==> src/rtl/pc_redirect_unit.sv <==
// +--------------------------------------------------------------------------+
// | pc_redirect_unit: architectural PC, branch redirect, flush and halt.     |
// | Optional branch statistics counter: define BRANCH_STATS_EN.              |
// | Rev 1.0                                                                  |
// +--------------------------------------------------------------------------+
`default_nettype none

module pc_redirect_unit #(
  parameter int               PC_W     = 8,
  parameter int               PC_STEP  = 4,
  parameter logic [PC_W-1:0]  RESET_PC = 8'h00
) (
  input  logic            clk,
  input  logic            reset,
  input  logic            stall_i,
  input  logic            halt_i,
  input  logic            ex_valid_i,
  input  logic            ex_branch_i,
  input  logic            ex_zero_i,
  input  logic [PC_W-1:0] branch_target_i,
  output logic [PC_W-1:0] pc_o,
  output logic            fetch_valid_o,
  output logic            flush_ifid_o,
  output logic            flush_idex_o,
  output logic            misalign_o,
`ifdef BRANCH_STATS_EN
  output logic            halted_o,
  output logic [15:0]     taken_cnt_o
`else
  output logic            halted_o
`endif
);

  typedef enum logic [1:0] {
    RUN    = 2'd0,
    BUBBLE = 2'd1,
    HALT   = 2'd2
  } state_t;

  state_t          state_q;
  state_t          state_d;
  logic [PC_W-1:0] pc_q;
  logic [PC_W-1:0] pc_d;
  logic            misalign_q;
  logic            misalign_d;
  logic            first_q;
  logic            take;
  logic            bad;
  logic            redirect;
  logic            flush;

  assign take = ex_valid_i & ex_branch_i & ex_zero_i;
  assign bad  = take & (branch_target_i[1:0] != 2'b00);

  always_comb begin
    state_d    = state_q;
    pc_d       = pc_q;
    misalign_d = misalign_q;
    flush      = 1'b0;
    redirect   = 1'b0;
    case (state_q)
      RUN, BUBBLE: begin
        if (take) begin
          flush = 1'b1;
          if (bad) begin
            misalign_d = 1'b1;
            state_d    = HALT;
          end else begin
            redirect = 1'b1;
            pc_d     = branch_target_i;
            state_d  = BUBBLE;
          end
        end else if (state_q == BUBBLE) begin
          // The bubble exists only while imem reads the target; decode is empty.
          state_d = RUN;
        end else if (halt_i) begin
          state_d = HALT;
        end else if (!stall_i) begin
          pc_d = pc_q + PC_W'(PC_STEP);
        end
      end
      default: begin
        state_d = HALT;
      end
    endcase
  end

  always_ff @(posedge clk or negedge reset) begin
    if (!reset) begin
      state_q    <= RUN;
      pc_q       <= RESET_PC;
      misalign_q <= 1'b0;
      first_q    <= 1'b1;
    end else begin
      state_q    <= state_d;
      pc_q       <= pc_d;
      misalign_q <= misalign_d;
      first_q    <= 1'b0;
    end
  end

  // Flushes are gated by reset so an asynchronous reset kills a redirect at once.
  assign flush_ifid_o  = flush & reset;
  assign flush_idex_o  = flush & reset;
  assign pc_o          = pc_q;
  assign fetch_valid_o = (state_q == RUN) & ~first_q;
  assign misalign_o    = misalign_q;
  assign halted_o      = (state_q == HALT);

`ifdef BRANCH_STATS_EN
  logic [15:0] taken_cnt;

  always_ff @(posedge clk or negedge reset) begin
    if (!reset) begin
      taken_cnt <= 16'h0000;
    end else if (redirect && (taken_cnt != 16'hFFFF)) begin
      taken_cnt <= taken_cnt + 16'h0001;
    end
  end

  assign taken_cnt_o = taken_cnt;
`endif

endmodule

`default_nettype wire

==> config.mk <==
export PLATFORM = sky130hd
export DESIGN_NAME = pc_redirect_unit
export DESIGN_NICKNAME = d
export VERILOG_FILES = /design/src/rtl/pc_redirect_unit.sv
export SDC_FILE = /design/constraint.sdc
export NUM_CORES = 1
export LEC_CHECK = 0
export ABC_AREA = 0
export CELL_PAD_IN_SITES_DETAIL_PLACEMENT = 1
export CELL_PAD_IN_SITES_GLOBAL_PLACEMENT = 1
export CORE_ASPECT_RATIO = 1.4
export CORE_MARGIN = 3
export CORE_UTILIZATION = 31
export CTS_BUF_LIST = sky130_fd_sc_hd__clkbuf_16
export CTS_CLUSTER_SIZE = 30
export DETAILED_ROUTE_END_ITERATION = 10
export PLACE_DENSITY = 0.82
export SYNTH_ARGS = -nofsm -noshare
export SYNTH_HDL_FRONTEND = slang
export SYNTH_SLANG_ARGS = --single-unit
export TNS_END_PERCENT = 20
==> constraint.sdc <==
create_clock -name clk -period 5.1 [get_ports clk]
set_clock_uncertainty 0.1 [all_clocks]
set_input_delay 1.02 -clock clk [delete_from_list [all_inputs] [get_ports clk]]
set_output_delay 1.02 -clock clk [all_outputs]
set_load 0.02 [all_outputs]
==> results by group, run 1 <==
Yosys
  – Post-synthesis sequential area ratio: 0.502
  – Yosys reg bits: 12
  – Post-synth cell types: 31
  – Synth Cell Area: 601 um^2
  – Post-Synthesis Cells: 59
  – Syn Nets: 75
  – Ys Warns: 0
  – Mean Syn Cell Area: 10.2 um^2

Critical path
  – Worst Path Arrival: 2.73 ns
  – CP most frequent cell: clkdlybuf4s50_1
  – Startpoint types: primary input
  – Worst setup EP type: output pin
  – Slowest stage delay, CP: 0.67 ns
  – Critical path origin: ex_branch_i
  – Slowest CP cell: clkdlybuf4s50_1
  – CP Class: in2out
  – Register-to-register setup slack: 3.24 ns
  – Critical-path cell list: clkdlybuf4s50_1 > nand3_1 > nor3b_1 > clkdlybuf4s50_1
  – CP max FO: 7
  – Req. time, crit path: 3.98 ns
  – R2r startpoint: state_q[1]
  – Worst r2r dst: pc_o[7]
  – Worst reg2reg path depth: 4
  – Setup crit end: flush_ifid_o

Route
  – Via density: 5.20
  – 1st-pass router iterations: 3
  – Total wire length: 1700 um
  – Routed wire length per instance: 15.6 um
  – Vias: 567
  – Drt initial violations: 3
  – Residual DRC: 0
  – Antenna Nets Post-Route: 0

Placement
  – Inst Count DP: 105
  – IO buf count: 27
  – Gpl congestion: 0.766
  – Post-DP HPWL: 1200 um

Floorplanning
  – Die ar.: 2510 um^2
  – Initial core utilization: 0.333
  – # IOs: 28
  – Die X: 43.2 um
  – Die Height: 58.1 um
  – Rows: 18
  – Core area: 1800 um^2

Pwr
  – Worst vdd ir: 0.196 mV
  – Total power: 0.305 mW
  – Leakage: 0.409 nW
  – Power per Cell Area: 314 nW/um^2

Layout
  – Share of cells above drive strength 1: 0.0899
  – Antenna cells: 0
  – Sequential Area: 302 um^2
  – Non-Filler Instances: 109
  – Fin nets: 106
  – Area Growth Syn to Fin: 61.7%
  – Most frequent cells in the layout: 27 x clkdlybuf4s50_1, 11 x dfrtp_1, 6 x nor2_1
  – Most common cell after layout, fill and taps aside: clkdlybuf4s50_1
  – Multi-input logic area: 269 um^2
  – Fillers: 219

Global route
  – Grt ovf: 0
  – Global-route track usage on met3: 0.0404
  – Vias in the first global route: 632
  – First-pass GRT wire length: 2830 um
  – Global Route Usage Sum: 0.155
  – Number of antenna violations at the first check in global routing: 0
  – Met2 usage: 0.262
  – Pin count of the biggest net entering global routing: 14
  – Busiest grt layer: met2
  – Routing usage on met1: 0.172

STA
  – RSZ-0062 raised after global routing: no
  – Max Fclk: 0.260 GHz
  – Final min period: 3.85 ns
  – Slew margin rel.: 0.628
  – Ratio of final minimum period to clock period: 0.755
  – Final Hold Fails: 0
  – Slew Viols, Final: 0
  – TNS Setup: 0 ns
  – Final setup fails: 0
  – Worst-margin pin slew: 0.552 ns

Clock tree
  – H-tree levels: 1
  – CTS root buf: clkbuf_16
  – Post-cts gate resize count: 0
  – Max Root-Sink Buffers: 2
  – Hold Buf Count CTS: 0
  – CTS Buf Count: 3
  – Reg clk slew, reported paths: 0.04 ns
  – CTS tree: done
  – Clk sink count: 12
  – Post-CTS Setup Bufs: 0
  – Clk Latency, worst-skew pair: 0.24 ns

Job
  – Max_cap viols: 0

Min path
  – Hold Crit Class: reg2reg

Run status
  – Status: finished, final reports clean
[Yosys cell counts]
| master | instances | area [um^2] |
|---|---|---|
| dfstp_2 | 1 | 26.3 |
| o22ai_1 | 1 | 6.26 |
| nor4b_4 | 1 | 23.8 |
| and3_1 | 1 | 6.26 |
| o21ai_0 | 1 | 5.00 |
| a311o_1 | 1 | 10.0 |
| nor4_2 | 1 | 12.5 |
| nor3_1 | 3 | 15.0 |
| nand4_1 | 1 | 6.26 |
| and2_1 | 2 | 12.5 |
| nand3b_1 | 1 | 7.51 |
| o31ai_1 | 1 | 7.51 |
| a32oi_1 | 1 | 8.76 |
| a211o_1 | 1 | 8.76 |
| nor2_1 | 6 | 22.5 |
| nand3_1 | 1 | 5.00 |
| conb_1 | 1 | 3.75 |
| a41oi_1 | 1 | 8.76 |
| a211oi_1 | 3 | 22.5 |
| buf_4 | 1 | 7.51 |
| clkbuf_1 | 1 | 3.75 |
| nor2b_1 | 1 | 6.26 |
| ha_1 | 1 | 12.5 |
| dfrtp_1 | 11 | 275 |
| a21oi_1 | 1 | 5.00 |
| or4_4 | 1 | 11.3 |
| nand2_1 | 4 | 15.0 |
| inv_1 | 5 | 18.8 |
| a31oi_1 | 2 | 12.5 |
| nor3b_1 | 1 | 7.51 |
| nor4_1 | 1 | 6.26 |
[kinds of logic (layout without fill, tap and decap cells)]
| logic type | count (synthesis) | count (layout) | synth area share |
|---|---|---|---|
| simple gates | 25 | 25 | 0.262 |
| fa+ha+maj | 1 | 1 | 0.0208 |
| other cells | 1 | 1 | 0.00624 |
| buf+inv | 7 | 37 | 0.0500 |
| flops | 12 | 12 | 0.502 |
| compound gates | 13 | 13 | 0.158 |
[how the worst min path moves through the flow]
stage | start | end | slack [ns] | depth (start not counted)
2_1_floorplan | state_q[1] | misalign_o | 0.44 | 1
3_3_place_gp | misalign_o | misalign_o | 0.35 | 2
3_5_place_dp | misalign_o | misalign_o | 0.36 | 2
4_1_cts | misalign_o | misalign_o | 0.38 | 2
5_1_grt | misalign_o | misalign_o | 0.40 | 2
6_report | misalign_o | misalign_o | 0.36 | 2
[cell type report]
cell class,instances,area share
inverters,5,0.0193
clock buffers,3,0.0773
repair buffers,28,0.286
multi-input cells,40,0.277
flip-flops and latches,12,0.311
clock inverters,1,0.00387
well taps,20,0.0258
[power by group]
part           internal (mW)  switching [mW]  total [mW]
clock network          0.103          0.0438       0.147
registers              0.102         0.00731       0.109
logic                 0.0270          0.0213      0.0483
[worst max-delay path: cells and delay by family]
kind	cells	cell delay [ns]
buf+inv	2	1.14
simple gates	2	0.57
[through the flow]
step	worst slack [ns]	utilization	instance area [um^2]	hold slack, ns
3_5_place_dp	1.25	0.495	892	0.365
4_1_cts	1.24	0.539	971	0.376
5_1_grt	1.18	0.539	971	0.399
2_1_floorplan	1.90	-	601	0.445
3_3_place_gp	1.33	0.495	892	0.350
6_report	1.25	0.539	971	0.363
[layer usage]
metal  vias up  wire length [um]
met5         -                 0
met4         0                38
met3         4                84
met2        19               894
met1       269               683
li1        275                 -
[flip-flops by register name, summed over array words and instances (netlist names)]
signal and count:
pc_o 8, misalign_o 1, first_q 1, state_q 2
No activity file was read; power rests on OpenSTA's default activity.
==> run 2, diff against run 1 <==
- CORE_UTILIZATION: 31 -> 26
- PLACE_DENSITY: 0.82 -> 0.73
- clock period: 5.1 -> 3.45 ns (I/O delays scaled with it)
==> run 2 against run 1 <==
Non-clock buffer count is the same. Via count rose by 6.7%. First-iteration DRC count grew 130%. Critical path depth is the same. Clock power rose by 48%.
==> results by group, run 2 (synthesis gave the netlist of run 1 again) <==
Clock tree
  – Max Root-Sink Buffers: 2
  – Post-cts gate resize count: 0
  – Reg clk slew, reported paths: 0.05 ns
  – H-tree levels: 1
  – CTS Buf Count: 3
  – CTS tree: done
  – Post-CTS Setup Bufs: 0
  – Hold Buf Count CTS: 0
  – Clk sink count: 12
  – Clk Latency, worst-skew pair: 0.25 ns
  – CTS root buf: clkbuf_16

Route
  – Residual DRC: 0
  – Antenna Nets Post-Route: 0
  – 1st-pass router iterations: 4
  – Drt initial violations: 7
  – Vias: 605
  – Via density: 5.45
  – Routed wire length per instance: 15.4 um
  – Total wire length: 1710 um

Critical path
  – CP max FO: 7
  – Slowest CP cell: clkdlybuf4s50_1
  – Worst reg2reg path depth: 4
  – Worst Path Arrival: 2.36 ns
  – Critical-path cell list: clkdlybuf4s50_1 > nand3_1 > nor3b_1 > clkdlybuf4s50_1
  – CP most frequent cell: clkdlybuf4s50_1
  – Slowest stage delay, CP: 0.65 ns
  – Worst setup EP type: output pin
  – Req. time, crit path: 2.66 ns
  – Startpoint types: primary input
  – CP Class: in2out

STA
  – RSZ-0062 raised after global routing: no
  – Final Hold Fails: 0
  – Worst-margin pin slew: 0.506 ns
  – TNS Setup: 0 ns
  – Slew margin rel.: 0.659
  – Final setup fails: 0
  – Slew Viols, Final: 0
  – Ratio of final minimum period to clock period: 0.913
  – Final min period: 3.15 ns
  – Max Fclk: 0.318 GHz

Global route
  – Global Route Usage Sum: 0.131
  – First-pass GRT wire length: 2790 um
  – Routing usage on met1: 0.136
  – Met2 usage: 0.222
  – Grt ovf: 0
  – Vias in the first global route: 631
  – Busiest grt layer: met2
  – Pin count of the biggest net entering global routing: 13
  – Number of antenna violations at the first check in global routing: 0
  – Global-route track usage on met3: 0.0519

Floorplanning
  – # IOs: 28
  – Core area: 2180 um^2
  – Rows: 20
  – Die Height: 62.9 um
  – Die X: 46.6 um
  – Initial core utilization: 0.276
  – Die ar.: 2930 um^2

Placement
  – Gpl congestion: 0.734
  – IO buf count: 27
  – Post-DP HPWL: 1310 um
  – Cell Area, Placed: 895 um^2

Layout
  – Most common cell after layout, fill and taps aside: clkdlybuf4s50_1
  – Share of cells above drive strength 1: 0.0899
  – Fin nets: 106
  – Antenna cells: 0
  – Multi-input logic area: 269 um^2
  – Max reg flops: 8
  – Final Core Density: 0.447
  – Area Growth Syn to Fin: 62.1%
  – Most frequent cells in the layout: 27 x clkdlybuf4s50_1, 11 x dfrtp_1, 6 x nor2_1
  – Post-Layout Inst Area: 973 um^2
  – Sequential Area: 302 um^2
  – Fillers: 246

Run status
  – Status: finished, final reports clean

Pwr
  – Total power: 0.451 mW
  – Worst vdd ir: 0.315 mV
  – Power per Cell Area: 463 nW/um^2
  – Leakage: 0.409 nW

Min path
  – WHS Path Cells: 2
  – Hold Crit Class: reg2reg

Job
  – Max_cap viols: 0
-- run 2: area by class of cell --
cell class              instances  share of cell area
clock buffers                   3              0.0771
clock inverters                 1             0.00386
inverters                       5              0.0193
multi-input cells              40               0.276
flip-flops and latches         12               0.310
well taps                      22              0.0283
repair buffers                 28               0.285
-- run 2: power breakdown --
group | leakage (nW) | internal (mW) | total (mW) | switching, mW
logic | 0.228 | 0.0403 | 0.0725 | 0.0322
registers | 0.142 | 0.150 | 0.162 | 0.0113
clock network | 0.0385 | 0.153 | 0.217 | 0.0640
-- run 2: per-stage QoR --
step                instances  hold slack, ns  setup slack [ns]
floorplan                  59           0.294             0.910
global placement          107           0.362             0.365
detailed placement        107           0.362             0.290
CTS                       111           0.373             0.292
global route              111           0.392             0.186
finish                    111           0.369             0.300
-- run 2: path summary, 6_finish.rpt --
kind,startpoint,endpoint,slack (ns)
hold reg to reg,misalign_o,misalign_o,0.37
setup / recovery,ex_branch_i,flush_ifid_o,0.30
hold / removal,misalign_o,misalign_o,0.37
setup reg to reg,state_q[0],pc_o[7],1.61
min in group asynchronous,reset,misalign_o,0.68
max in group asynchronous,reset,first_q,2.33
-- run 2: critical path: cells and delay by family --
family / cells / cell delay [ns]
simple gates: 2 / 0.54
buf+inv: 2 / 1.13
-- run 2: routing by layer --
metal	wire length, um	share of wire
met2	921	0.54
met3	94	0.055
met5	0	0
met4	47	0.028
met1	643	0.38
